## src/rtl/pl_calc_sequencer_if.sv

```systemverilog
`default_nettype none
// ============================================================================
// Module   : pl_calc_sequencer_if
// Brief    : CALC handshake, config/result buffers and compute-unit bus.
// Revision : 1.0
// ============================================================================
// master = frontend plus compute units (drive sync/buffer_in/unit_done/result);
// slave  = the sequencer itself.
interface pl_calc_sequencer_if #(
  parameter int N_UNITS          = 4,
  parameter int UNIT_CFG_WIDTH   = 4,
  parameter int UNIT_RES_WIDTH   = 4,
  parameter int BUFFER_IN_WIDTH  = 16,
  parameter int BUFFER_OUT_WIDTH = 16
);
  logic                               sync;
  logic                               ack;
  logic [BUFFER_IN_WIDTH-1:0]         buffer_in;
  logic [BUFFER_OUT_WIDTH-1:0]        buffer_out;
  logic [N_UNITS-1:0]                 unit_start;
  logic [UNIT_CFG_WIDTH-1:0]          unit_cfg;
  logic [N_UNITS-1:0]                 unit_done;
  logic [N_UNITS*UNIT_RES_WIDTH-1:0]  unit_result;
  logic [N_UNITS-1:0]                 unit_timeout;

  modport master (
    output sync, buffer_in, unit_done, unit_result,
    input  ack, buffer_out, unit_start, unit_cfg, unit_timeout
  );

  modport slave (
    input  sync, buffer_in, unit_done, unit_result,
    output ack, buffer_out, unit_start, unit_cfg, unit_timeout
  );
endinterface
`default_nettype wire

```

## src/rtl/pl_calc_sequencer.sv

```systemverilog
`default_nettype none
// ============================================================================
// Module   : pl_calc_sequencer
// Brief    : Runs N_UNITS compute units in turn for each CALC request.
// Revision : 1.0
// ============================================================================
module pl_calc_sequencer #(
  parameter int N_UNITS          = 4,
  parameter int UNIT_CFG_WIDTH   = 4,
  parameter int UNIT_RES_WIDTH   = 4,
  parameter int BUFFER_IN_WIDTH  = 16,
  parameter int BUFFER_OUT_WIDTH = 16,
  parameter int TIMEOUT          = 255
) (
  input  logic                 clock,
  input  logic                 resetn,
  pl_calc_sequencer_if.slave   bus
);

  localparam int                IDX_W       = (N_UNITS > 1) ? $clog2(N_UNITS) : 1;
  localparam logic [IDX_W-1:0]  LAST_IDX    = IDX_W'(N_UNITS - 1);
  localparam logic [7:0]        TIMEOUT_CNT = 8'(TIMEOUT);

  typedef enum logic [2:0] {
    S_IDLE     = 3'd0,
    S_DISPATCH = 3'd1,
    S_WAIT     = 3'd2,
    S_NEXT     = 3'd3,
    S_ACK      = 3'd4
  } state_t;

  state_t                        state, state_nxt;
  logic [IDX_W-1:0]              idx, idx_nxt;
  logic [7:0]                    timer, timer_nxt;
  logic [BUFFER_IN_WIDTH-1:0]    cfg_reg, cfg_nxt;
  logic [BUFFER_OUT_WIDTH-1:0]   res_reg, res_nxt;
  logic                          ack_reg, ack_nxt;
  logic [BUFFER_OUT_WIDTH-1:0]   bout_reg, bout_nxt;
  logic [N_UNITS-1:0]            start_reg, start_nxt;
  logic [UNIT_CFG_WIDTH-1:0]     ucfg_reg, ucfg_nxt;
  logic [N_UNITS-1:0]            tmo_reg, tmo_nxt;

  logic [31:0]                   cfg_lsb;
  logic [31:0]                   res_lsb;
  logic [UNIT_CFG_WIDTH-1:0]     cur_cfg;

  assign cfg_lsb = 32'(idx) * UNIT_CFG_WIDTH;
  assign res_lsb = 32'(idx) * UNIT_RES_WIDTH;
  assign cur_cfg = cfg_reg[cfg_lsb +: UNIT_CFG_WIDTH];

  always_ff @(posedge clock) begin
    if (!resetn) begin
      state     <= S_IDLE;
      idx       <= '0;
      timer     <= '0;
      cfg_reg   <= '0;
      res_reg   <= '0;
      ack_reg   <= 1'b0;
      bout_reg  <= '0;
      start_reg <= '0;
      ucfg_reg  <= '0;
      tmo_reg   <= '0;
    end else begin
      state     <= state_nxt;
      idx       <= idx_nxt;
      timer     <= timer_nxt;
      cfg_reg   <= cfg_nxt;
      res_reg   <= res_nxt;
      ack_reg   <= ack_nxt;
      bout_reg  <= bout_nxt;
      start_reg <= start_nxt;
      ucfg_reg  <= ucfg_nxt;
      tmo_reg   <= tmo_nxt;
    end
  end

  // Dropping sync mid-sequence aborts before any per-state action.
  always_comb begin
    state_nxt = state;
    idx_nxt   = idx;
    timer_nxt = timer;
    cfg_nxt   = cfg_reg;
    res_nxt   = res_reg;
    ack_nxt   = ack_reg;
    bout_nxt  = bout_reg;
    start_nxt = '0;
    ucfg_nxt  = ucfg_reg;
    tmo_nxt   = tmo_reg;

    case (state)
      S_IDLE: begin
        ack_nxt = 1'b0;
        if (bus.sync) begin
          cfg_nxt   = bus.buffer_in;
          res_nxt   = '0;
          tmo_nxt   = '0;
          idx_nxt   = '0;
          state_nxt = S_DISPATCH;
        end
      end
      S_DISPATCH: begin
        if (!bus.sync) begin
          state_nxt = S_IDLE;
        end else if (cur_cfg == '0) begin
          res_nxt[res_lsb +: UNIT_RES_WIDTH] = '0;
          state_nxt = S_NEXT;
        end else begin
          ucfg_nxt       = cur_cfg;
          start_nxt[idx] = 1'b1;
          timer_nxt      = '0;
          state_nxt      = S_WAIT;
        end
      end
      S_WAIT: begin
        if (!bus.sync) begin
          state_nxt = S_IDLE;
        end else if (bus.unit_done[idx]) begin
          res_nxt[res_lsb +: UNIT_RES_WIDTH] = bus.unit_result[res_lsb +: UNIT_RES_WIDTH];
          state_nxt = S_NEXT;
        end else if (timer == TIMEOUT_CNT) begin
          res_nxt[res_lsb +: UNIT_RES_WIDTH] = '1;
          tmo_nxt[idx] = 1'b1;
          state_nxt    = S_NEXT;
        end else begin
          timer_nxt = timer + 8'd1;
        end
      end
      S_NEXT: begin
        if (!bus.sync) begin
          state_nxt = S_IDLE;
        end else if (idx == LAST_IDX) begin
          bout_nxt  = res_reg;
          ack_nxt   = 1'b1;
          state_nxt = S_ACK;
        end else begin
          idx_nxt   = idx + 1'b1;
          state_nxt = S_DISPATCH;
        end
      end
      S_ACK: begin
        if (!bus.sync) begin
          ack_nxt   = 1'b0;
          state_nxt = S_IDLE;
        end
      end
      default: state_nxt = S_IDLE;
    endcase
  end

  assign bus.ack          = ack_reg;
  assign bus.buffer_out   = bout_reg;
  assign bus.unit_start   = start_reg;
  assign bus.unit_cfg     = ucfg_reg;
  assign bus.unit_timeout = tmo_reg;

endmodule
`default_nettype wire

```

## src/flat_wrapper.sv

```systemverilog
// flat-port wrapper written by rule: the top's interface ports become plain ports
module pl_calc_sequencer_flat 
#(
  parameter int N_UNITS          = 4,
  parameter int UNIT_CFG_WIDTH   = 4,
  parameter int UNIT_RES_WIDTH   = 4,
  parameter int BUFFER_IN_WIDTH  = 16,
  parameter int BUFFER_OUT_WIDTH = 16,
  parameter int TIMEOUT          = 255
)
  (clock, resetn, bus_sync, bus_buffer_in, bus_unit_done, bus_unit_result, bus_ack, bus_buffer_out, bus_unit_start, bus_unit_cfg, bus_unit_timeout);
  pl_calc_sequencer_if #(.N_UNITS(N_UNITS), .UNIT_CFG_WIDTH(UNIT_CFG_WIDTH), .UNIT_RES_WIDTH(UNIT_RES_WIDTH), .BUFFER_IN_WIDTH(BUFFER_IN_WIDTH), .BUFFER_OUT_WIDTH(BUFFER_OUT_WIDTH)) bus_i ();
  input  logic clock;
  input  logic resetn;
  input wire logic [$bits(bus_i.sync)-1:0] bus_sync;
  input wire logic [$bits(bus_i.buffer_in)-1:0] bus_buffer_in;
  input wire logic [$bits(bus_i.unit_done)-1:0] bus_unit_done;
  input wire logic [$bits(bus_i.unit_result)-1:0] bus_unit_result;
  output wire logic [$bits(bus_i.ack)-1:0] bus_ack;
  output wire logic [$bits(bus_i.buffer_out)-1:0] bus_buffer_out;
  output wire logic [$bits(bus_i.unit_start)-1:0] bus_unit_start;
  output wire logic [$bits(bus_i.unit_cfg)-1:0] bus_unit_cfg;
  output wire logic [$bits(bus_i.unit_timeout)-1:0] bus_unit_timeout;
  assign bus_i.sync = bus_sync;
  assign bus_i.buffer_in = bus_buffer_in;
  assign bus_i.unit_done = bus_unit_done;
  assign bus_i.unit_result = bus_unit_result;
  assign bus_ack = bus_i.ack;
  assign bus_buffer_out = bus_i.buffer_out;
  assign bus_unit_start = bus_i.unit_start;
  assign bus_unit_cfg = bus_i.unit_cfg;
  assign bus_unit_timeout = bus_i.unit_timeout;
  pl_calc_sequencer #(.N_UNITS(N_UNITS), .UNIT_CFG_WIDTH(UNIT_CFG_WIDTH), .UNIT_RES_WIDTH(UNIT_RES_WIDTH), .BUFFER_IN_WIDTH(BUFFER_IN_WIDTH), .BUFFER_OUT_WIDTH(BUFFER_OUT_WIDTH), .TIMEOUT(TIMEOUT)) u_core (.clock(clock), .resetn(resetn), .bus(bus_i));
endmodule
```

## config.mk

```make
export PLATFORM = sky130hd
export DESIGN_NAME = pl_calc_sequencer_flat
export DESIGN_NICKNAME = d
export VERILOG_FILES = /design/src/rtl/pl_calc_sequencer_if.sv /design/src/rtl/pl_calc_sequencer.sv /design/src/flat_wrapper.sv
export SDC_FILE = /design/constraint.sdc
export NUM_CORES = 1
export LEC_CHECK = 0
export CORE_AREA = 2 2 96 80
export CTS_BUF_LIST = sky130_fd_sc_hd__clkbuf_4 sky130_fd_sc_hd__clkbuf_8
export DETAILED_ROUTE_END_ITERATION = 8
export DIE_AREA = 0 0 98 82
export GPL_TIMING_DRIVEN = 0
export PLACE_DENSITY_LB_ADDON = 0.25
export SLEW_MARGIN = 20
export SYNTH_ARGS = -nofsm -noshare
export SYNTH_HDL_FRONTEND = slang
export SYNTH_SLANG_ARGS = --single-unit
```

## constraint.sdc

```tcl
create_clock -name clock -period 2.2 [get_ports clock]
set_input_delay 0.33 -clock clock [delete_from_list [all_inputs] [get_ports clock]]
set_output_delay 0.33 -clock clock [all_outputs]
set_load 0.005 [all_outputs]
```

After elaboration in Yosys (flattened, before gate mapping)
Cells that the tools add are included.
W data, S select, Z words.
- add/sub/neg operators: 3
- order comparisons: 2
- eq/ne operators: 20
- shifts and indexed selects: 6
- mux-type cells: 43
- bitwise operators: 5
- reductions and logical operators: 18
- operators by type and width (operator ; number):
    $mux W16 ; 6
    $shiftx A4 B34 Y16 const A ; 2
    $bwmux W16 ; 3
    $pmux W16 S3 ; 1
    $mux W8 ; 5
    $neg A4 Y34 ; 1
    $shift A4 B34 Y16 const A ; 1
    $shiftx A4 B34 Y16 ; 1
    $shiftx A16 B5 Y4 ; 2
    $mux W3 ; 8
    $ne A2 B2 Y1 const B ; 9
    $mux W4 ; 4
    $pmux W8 S2 ; 1
    $pmux W3 S5 ; 1
    $reduce_and A6 Y1 ; 2
    $reduce_and A3 Y1 ; 3
    $add A8 B1 Y8 const B ; 1
    $eq A8 B8 Y1 const B ; 1
    $pmux W4 S2 ; 1
    $reduce_and A4 Y1 ; 2
    $eq A3 B2 Y1 const B ; 2
    $mux W1 ; 6
    $mux W2 ; 3
    $ne A2 B1 Y1 const B ; 3
    other kinds (22) ; 28
- register bits: 74
- bits of input ports: 39
- output and inout port bits: 29
- logic and storage cells: 107

Depth between registers and ports, before layout
Gate-level depths: netlist (run 1).
- word-level depth: 9
- mapped depth: 9
- depth with buffers taken out: 7

Worst setup path before layout (run 1)
Ideal clock, no wire load.
- path kind: reg2reg
- start point: register u_core.idx[1]
- end point: register u_core.res_reg[11]
- setup time: 0.075 ns
- data arrival time: 2.200 ns
- data required time: 2.125 ns
- setup slack: -0.075 ns
- stages on the path, launching flop included: 7
- path buffers: 1
- clock period less this slack: 2.275 ns
- cells stage by stage: dfxtp_1 -> buf_6 -> mux4_2 -> o41ai_4 -> nand4_2 -> or3_4 -> o22ai_1
- word-level cells in the longest chain between the ends: 7
- elaborated cells on any way between the ends: 22
- classes of those cells: add/sub: 1; eq/ne: 2; shift: 6; mux: 11; reduce/logical: 2
- ends and longest elaborated chain (element ; line ; source):
    start: declaration ; pl_calc_sequencer.sv:33 ; logic [IDX_W-1:0] idx, idx_nxt;
    start signal: assignment ; pl_calc_sequencer.sv:65 ; idx <= idx_nxt;
    $neg A4 Y34 ; pl_calc_sequencer.sv:105, pl_calc_sequencer.sv:118, pl_calc_sequencer.sv:121 ;
    $shiftx A4 B34 Y16 or $shift A4 B34 Y16 (tied branches) ; pl_calc_sequencer.sv:121, pl_calc_sequencer.sv:105, pl_calc_sequencer.sv:118 ;
    $bwmux W16 ; pl_calc_sequencer.sv:121 ; res_nxt[res_lsb +: UNIT_RES_WIDTH] = '1;
    $mux W16 ; pl_calc_sequencer.sv:120 ; end else if (timer == TIMEOUT_CNT) begin
    $mux W16 ; pl_calc_sequencer.sv:117 ; end else if (bus.unit_done[idx]) begin
    $mux W16 ; pl_calc_sequencer.sv:115 ; if (!bus.sync) begin
    $pmux W16 S3 ; pl_calc_sequencer.sv:90 ; case (state)
    end signal: assignment ; pl_calc_sequencer.sv:68 ; res_reg <= res_nxt;
    end: declaration ; pl_calc_sequencer.sv:36 ; logic [BUFFER_OUT_WIDTH-1:0] res_reg, res_nxt;
Several ways; a longest one is shown, not always the timed one. The select of a mux whose other input is x is not followed.
A chain may end at the register's enable or synchronous reset.

Worst setup path after layout (run 1)
- start point: register u_core.idx[1]
- end point: register u_core.res_reg[10]
Same word-level chain as after synthesis.

==> impl_metrics.tcl, run 1 <==
set metrics [dict create \
    diodes 0 \
    vias 3136 \
    drt-initial-drc-count 151 \
    peakVddDrop_mv 0.345 \
    p_per_area_mw_per_mm2 596 \
    rrSetupSlack_ns -0.11 \
    status "finished with violations" \
    crit_type "reg2reg" \
    min_from "u_core.res_reg[1]$_SDFFE_PN0P_" \
    cts_tree "done" \
    whs_ns 0.452 \
    hpwl_um 5980 \
    place_area_sq_mm 0.00409 \
    final_common_cell "nand2_1" \
    coreArea_sq_mm 0.00711 \
    max_freq_mhz 433 \
    start_kind "flop" \
    setup.worst_path.end_class "flop" \
    violations "setup timing" \
    drive_above_1_share 0.130 \
    fin_nets 516 \
    synthSimpleGateAreaFrac 0.225 \
    postCtsHoldBufs 0 \
    startpoint "u_core.idx[1]$_SDFFE_PN0P_" \
    r2r-end "u_core.res_reg[10]$_SDFFE_PN0P_" \
    cts.sinks 74 \
    fillers 628 \
    synth_top_family_by_area "simple AND/OR/NAND/NOR gates" \
    initial_utilization 0.467 \
    setup_viol 16 \
    crit_arrival_ns 2.59 \
    rsz0062_at_grt "true" \
    clk_latency_ns 0.35 \
    htreeDepth 3 \
    yosys-top-cells-area "dfxtp_1 (45%), nand2_1 (11%), a21oi_1 (7.1%), mux4_1 (5.5%), nor2_1 (2.8%)" \
    fin_crit_sh 1.05 \
    dr.pass1.iters 7 \
    cp.required_ns 2.48 \
    min_period_ns 2.31 \
    final_antenna_net_count 0 \
    clockRootBuffer "clkbuf_8" \
    grt_start_max_net_pins 13 \
    wire_per_inst_um 14.6 \
    path_clk_slew_ns 0.08 \
    syn_inst 389 \
    slew_violations 0 \
    gr-total-overflow 0 \
    slew_headroom 0.458 \
    cts_buffers 9 \
    vias_per_cell 5.54 \
    synth_ff_type "dfxtp_1" \
    antenna_found_initial 0 \
    tightest_slew_ns 0.811 \
    mostFrequentLayoutCells "nand2_1 (96), dfxtp_1 (73), clkdlybuf4s50_1 (66), a21oi_1 (47), nor2_1 (23)" \
    syn-num-nets 434 \
    grt_pass1_wl_um 14000 \
    area_delta_synth_final_pct 34.0 \
    grt_pass1_vias 3002 \
    r2r-start "u_core.idx[1]$_SDFFE_PN0P_" \
    globalplace.congestion 0.853 \
    clkPwrFrac 0.373 \
    p_seq_frac 0.519 \
    fin_setup_tns_ns -0.983 \
    synth_compound_area_frac 0.192 \
    worst_path_max_delay_cell "mux4_2" \
    drc 0 \
    io_buffers 66 \
    rows 28 \
    min_path_type "reg2reg" \
    critPathMaxStageDelay_ns 0.55 \
    ys_warn_count 0 \
    yosysTopAreaCell "dfxtp_1" \
    worst_slack_ns -0.108 \
    routed_wirelength_um 8240 \
    synth-adder-area-share 0.0226 \
    p_leak_nw 1.70 \
    path_max_fanout 4 \
    dieHeight_um 82 \
    final_cell_area_sq_mm 0.00445 \
    yosys.cell_types.count 46 \
    synth_area_sq_mm 0.00332 \
    ys_ff_latch 74 \
    die_area_sq_mm 0.00804 \
    synth.yosys.seq_area_share 0.446 \
    hold_viol 0 \
    sw_frac_of_total 0.247 \
    p_int_mw 1.99 \
    die_w_um 98 \
    synth_top_area_frac 0.446 \
    endpoint "u_core.res_reg[10]$_SDFFE_PN0P_" \
    io-pin-count 68 \
    grt_use_total 0.218 \
    crit_chain "buf_8, mux4_2, o41ai_4, nand4_2, or3_4, o22ai_1" \
    synth_mux_area_frac 0.0720 \
    worstRegToRegCells 6 \
    cap_violations 0 \
    clockBufferDepth 2 \
    p_switching_mw 0.653 \
    fin_worst_skew_ns 0.00814 \
    power.combinational.fraction 0.107 \
    synthXorXnorAreaFrac 0.00528 \
    synth_enable_flop_cells 0 \
    async_reset_ff_frac 0 \
    dpl_worst_slack_ns -0.477 \
    syn_area_per_cell_sq_um 8.53 \
]
[power groups by stage]
| stage | Clock [mW] | Sequential (mW) | Combinational, mW |
|---|---|---|---|
| floorplan | 0 | 1.40 | 0.143 |
| CTS | 1.00 | 1.37 | 0.270 |
| global placement | 0 | 1.40 | 0.253 |
| detailed placement | 0 | 1.40 | 0.258 |
| finish | 0.989 | 1.37 | 0.284 |
| global route | 1.07 | 1.38 | 0.308 |
[synth_stat cells (3+ instances only)]
cell type,number
nand3_1,10
nor2_1,25
buf_2,4
a21oi_1,47
nand2_1,96
nor3_1,3
ha_1,6
a21boi_0,7
mux4_1,7
o22ai_1,7
a22oi_1,5
o21ai_0,16
dfxtp_1,74
inv_1,5
clkbuf_1,18
and3_1,13
a21o_1,9
[metal layers]
metal / GRT usage / wire length (um) / up-vias
met2: 0.355 / 3670 / 129
met5: 0 / 0 / -
met1: 0.283 / 3800 / 1457
li1: - / - / 1530
met4: 0.0819 / 158 / 0
met3: 0.0536 / 620 / 20
[logic make-up (layout without fill, tap and decap cells)]
kind of cell               Yosys count  after routing
adders and majority gates            6              6
xor gates and xnor gates             2              2
muxes                               10             10
and+or+nand+nor                    165            165
buffers and inverters               29            116
DFF                                 74             74
AOI/OAI and AO/OA                  103            103
[worst min path at each step]
stage                                                  end  slack, ns  depth (start not counted)
floorplan                     u_core.timer[7]$_SDFFE_PN0P_       0.43                          1
global placement            u_core.res_reg[7]$_SDFFE_PN0P_       0.44                          1
detailed placement          u_core.res_reg[1]$_SDFFE_PN0P_       0.44                          1
CTS                           u_core.timer[6]$_SDFFE_PN0P_       0.44                          3
global route        u_core.bus.buffer_out[14]$_SDFFE_PN0P_       0.47                          2
finish                      u_core.res_reg[1]$_SDFFE_PN0P_       0.45                          1
[worst max-delay path, delay by kind of cell, from the launching register on]
kind | cells | cell delay [ns]
compound gates | 2 | 0.57
buf+inv | 1 | 0.12
flops | 1 | 0.38
mux | 1 | 0.55
simple gates | 2 | 0.61
[through the flow]
stage / utilization / instances / total power, mW
6_report: 0.625 / 566 / 2.65
5_1_grt: 0.625 / 566 / 2.76
4_1_cts: 0.614 / 565 / 2.64
3_5_place_dp: 0.575 / 545 / 1.66
3_3_place_gp: 0.575 / 545 / 1.66
2_1_floorplan: - / 389 / 1.55
[final cells by class]
| type | instances | area [sq um] | share of cell area |
|---|---|---|---|
| buffer | 22 | 108 | 0.0242 |
| clock buffer | 12 | 165 | 0.0372 |
| clock inverter | 4 | 25.0 | 0.00563 |
| inverter | 5 | 18.8 | 0.00422 |
| multi-input combinational | 286 | 1820 | 0.409 |
| sequential | 74 | 1490 | 0.334 |
| tap | 90 | 113 | 0.0253 |
| timing repair buffer | 73 | 713 | 0.160 |
[what timing repair did]
action	in CTS	in global routing
pin swaps	5	10
buffers inserted	4	3
resized for setup	19	27
endpoints found under the setup margin	47	51
Power figures use the tool's default switching activity.
==> run 2, diff against run 1 <==
Settings changed: CORE_AREA 2 2 96 80 to 2 2 89 74, DIE_AREA 0 0 98 82 to 0 0 91 76, SETUP_SLACK_MARGIN set to 0.3.
Clock period 2.2 ns to 2.9 ns, I/O delays scaled along.
==> run 2 against run 1 <==
The flow now finishes without violations; final area shrank 2.6%; register-to-register slack gained 0.51 ns; via count shrank 0.80%; maximum frequency shrank 7.5%; critical path type unchanged.
==> impl_metrics.tcl, run 2 (synthesis results as in run 1) <==
set metrics [dict create \
    status "finished, final reports clean" \
    clockBufferDepth 2 \
    fin_setup_tns_ns 0 \
    place_area_sq_mm 0.00408 \
    setup_viol 0 \
    final_common_cell "nand2_1" \
    final_cell_area_sq_mm 0.00433 \
    slew_headroom 0.440 \
    rows 26 \
    peakVddDrop_mv 0.268 \
    min_path_type "reg2reg" \
    cts_tree "done" \
    setup.worst_path.end_class "flop" \
    grt_use_total 0.252 \
    clockRootBuffer "clkbuf_8" \
    gr-total-overflow 0 \
    final_antenna_net_count 0 \
    max_freq_mhz 401 \
    die_area_sq_mm 0.00692 \
    die_w_um 91 \
    hpwl_um 5920 \
    min_period_ns 2.50 \
    io-pin-count 68 \
    grt_pass1_vias 3003 \
    use_met3 0.0801 \
    fillers 519 \
    drive_above_1_share 0.0742 \
    wire_per_inst_um 14.8 \
    htreeDepth 3 \
    path_max_fanout 10 \
    dr.pass1.iters 5 \
    mostFrequentLayoutCells "nand2_1 (96), dfxtp_1 (73), clkdlybuf4s50_1 (66), a21oi_1 (47), nor2_1 (24)" \
    grt_pass1_wl_um 14000 \
    hold_viol 0 \
    slew_violations 0 \
    routed_wirelength_um 8250 \
    vias_per_cell 5.60 \
    rsz0062_at_grt "false" \
    fin_crit_sh 0.860 \
    vias 3111 \
    sw_frac_of_total 0.239 \
    tightest_slew_ns 0.834 \
    grt_util_met1 0.325 \
    p_leak_nw 1.65 \
    top_usage_layer "met2" \
    fin_worst_skew_ns 0.00691 \
    grt_start_max_net_pins 14 \
    p_seq_frac 0.485 \
    io_buffers 66 \
    dieHeight_um 76 \
    antenna_found_initial 0 \
    power.combinational.fraction 0.093 \
    p_int_mw 1.64 \
    globalplace.congestion 0.857 \
    cp.required_ns 3.19 \
    clk_latency_ns 0.36 \
    grt.met2_usage 0.406 \
    power.total_mw 2.15 \
    fin_util 0.708 \
    crit_type "reg2reg" \
    cts.sinks 74 \
    start_kind "flop" \
    drt-initial-drc-count 242 \
    cts_buffers 9 \
    coreArea_sq_mm 0.00612 \
    clkPwrFrac 0.422 \
    p_switching_mw 0.514 \
    cap_violations 0 \
    area_delta_synth_final_pct 30.5 \
    crit_arrival_ns 2.79 \
    p_per_area_mw_per_mm2 496 \
    rrSetupSlack_ns 0.40 \
    path_clk_slew_ns 0.08 \
    diodes 0 \
    fin_nets 512 \
    drc 0 \
    initial_utilization 0.543 \
]
## run 2: changes by cell type in the layout (fill, tap and decap cells not counted), sizes merged
cell / delta
buf: -7
bufinv: +2
clkinvlp: +2
clkinv: -2
clkbuf: +1
## run 2: per-layer routing
layer	wire [um]	vias to the layer above	part of all wire
met3	588	9	0.071
met2	3820	124	0.46
li1	-	1516	-
met5	0	-	0
met1	3730	1462	0.45
met4	110	0	0.013
## run 2: final timing paths
check,startpoint,end,cells after the start
max,u_core.idx[1]$_SDFFE_PN0P_,u_core.res_reg[11]$_SDFFE_PN0P_,6
min,u_core.bus.buffer_out[0]$_SDFFE_PN0P_,u_core.bus.buffer_out[0]$_SDFFE_PN0P_,2
max reg2reg,u_core.idx[1]$_SDFFE_PN0P_,u_core.res_reg[11]$_SDFFE_PN0P_,6
min reg2reg,u_core.bus.buffer_out[0]$_SDFFE_PN0P_,u_core.bus.buffer_out[0]$_SDFFE_PN0P_,2
## run 2: through the flow
stage                     cells  setup slack [ns]  hold slack [ns]
after CTS                   555             0.322            0.458
after global routing        556             0.292            0.469
after detailed placement    539             0.238            0.442
after global placement      539             0.233            0.439
final                       556             0.405            0.456
after floorplan             389             0.625            0.426
## run 2: worst max-delay path: stages, from the launching register on
cell and delay, ns:
dfxtp_2 0.39, buf_6 0.18, mux4_1 0.63, o41ai_4 0.45, nand4_2 0.22, or3_4 0.44, o22ai_1 0.12
## run 2: area by class of cell
type                    instances  area [sq um]  area share
flip-flops and latches         74          1480       0.342
clock inverters                 6          90.1      0.0208
plain buffers                  24           104      0.0240
multi-input cells             286          1720       0.398
repair buffers                 67           668       0.154
well taps                      84           105      0.0243
clock buffers                  10           138      0.0318
inverters                       5          18.8     0.00433
## run 2: power by group through the flow
| stage | clock network [mW] | logic, mW | registers [mW] |
|---|---|---|---|
| floorplan | 0 | 0.109 | 1.06 |
| global placement | 0 | 0.190 | 1.07 |
| detailed placement | 0 | 0.193 | 1.07 |
| CTS | 0.916 | 0.195 | 1.04 |
| global route | 0.957 | 0.219 | 1.04 |
| finish | 0.907 | 0.200 | 1.04 |
## run 2: repair_timing
| action | in CTS | in global routing |
|---|---|---|
| gates resized for setup | 0 | 5 |
| hold buffers | 0 | 0 |
| setup endpoints to repair | 0 | 14 |
| buffers inserted | 0 | 1 |
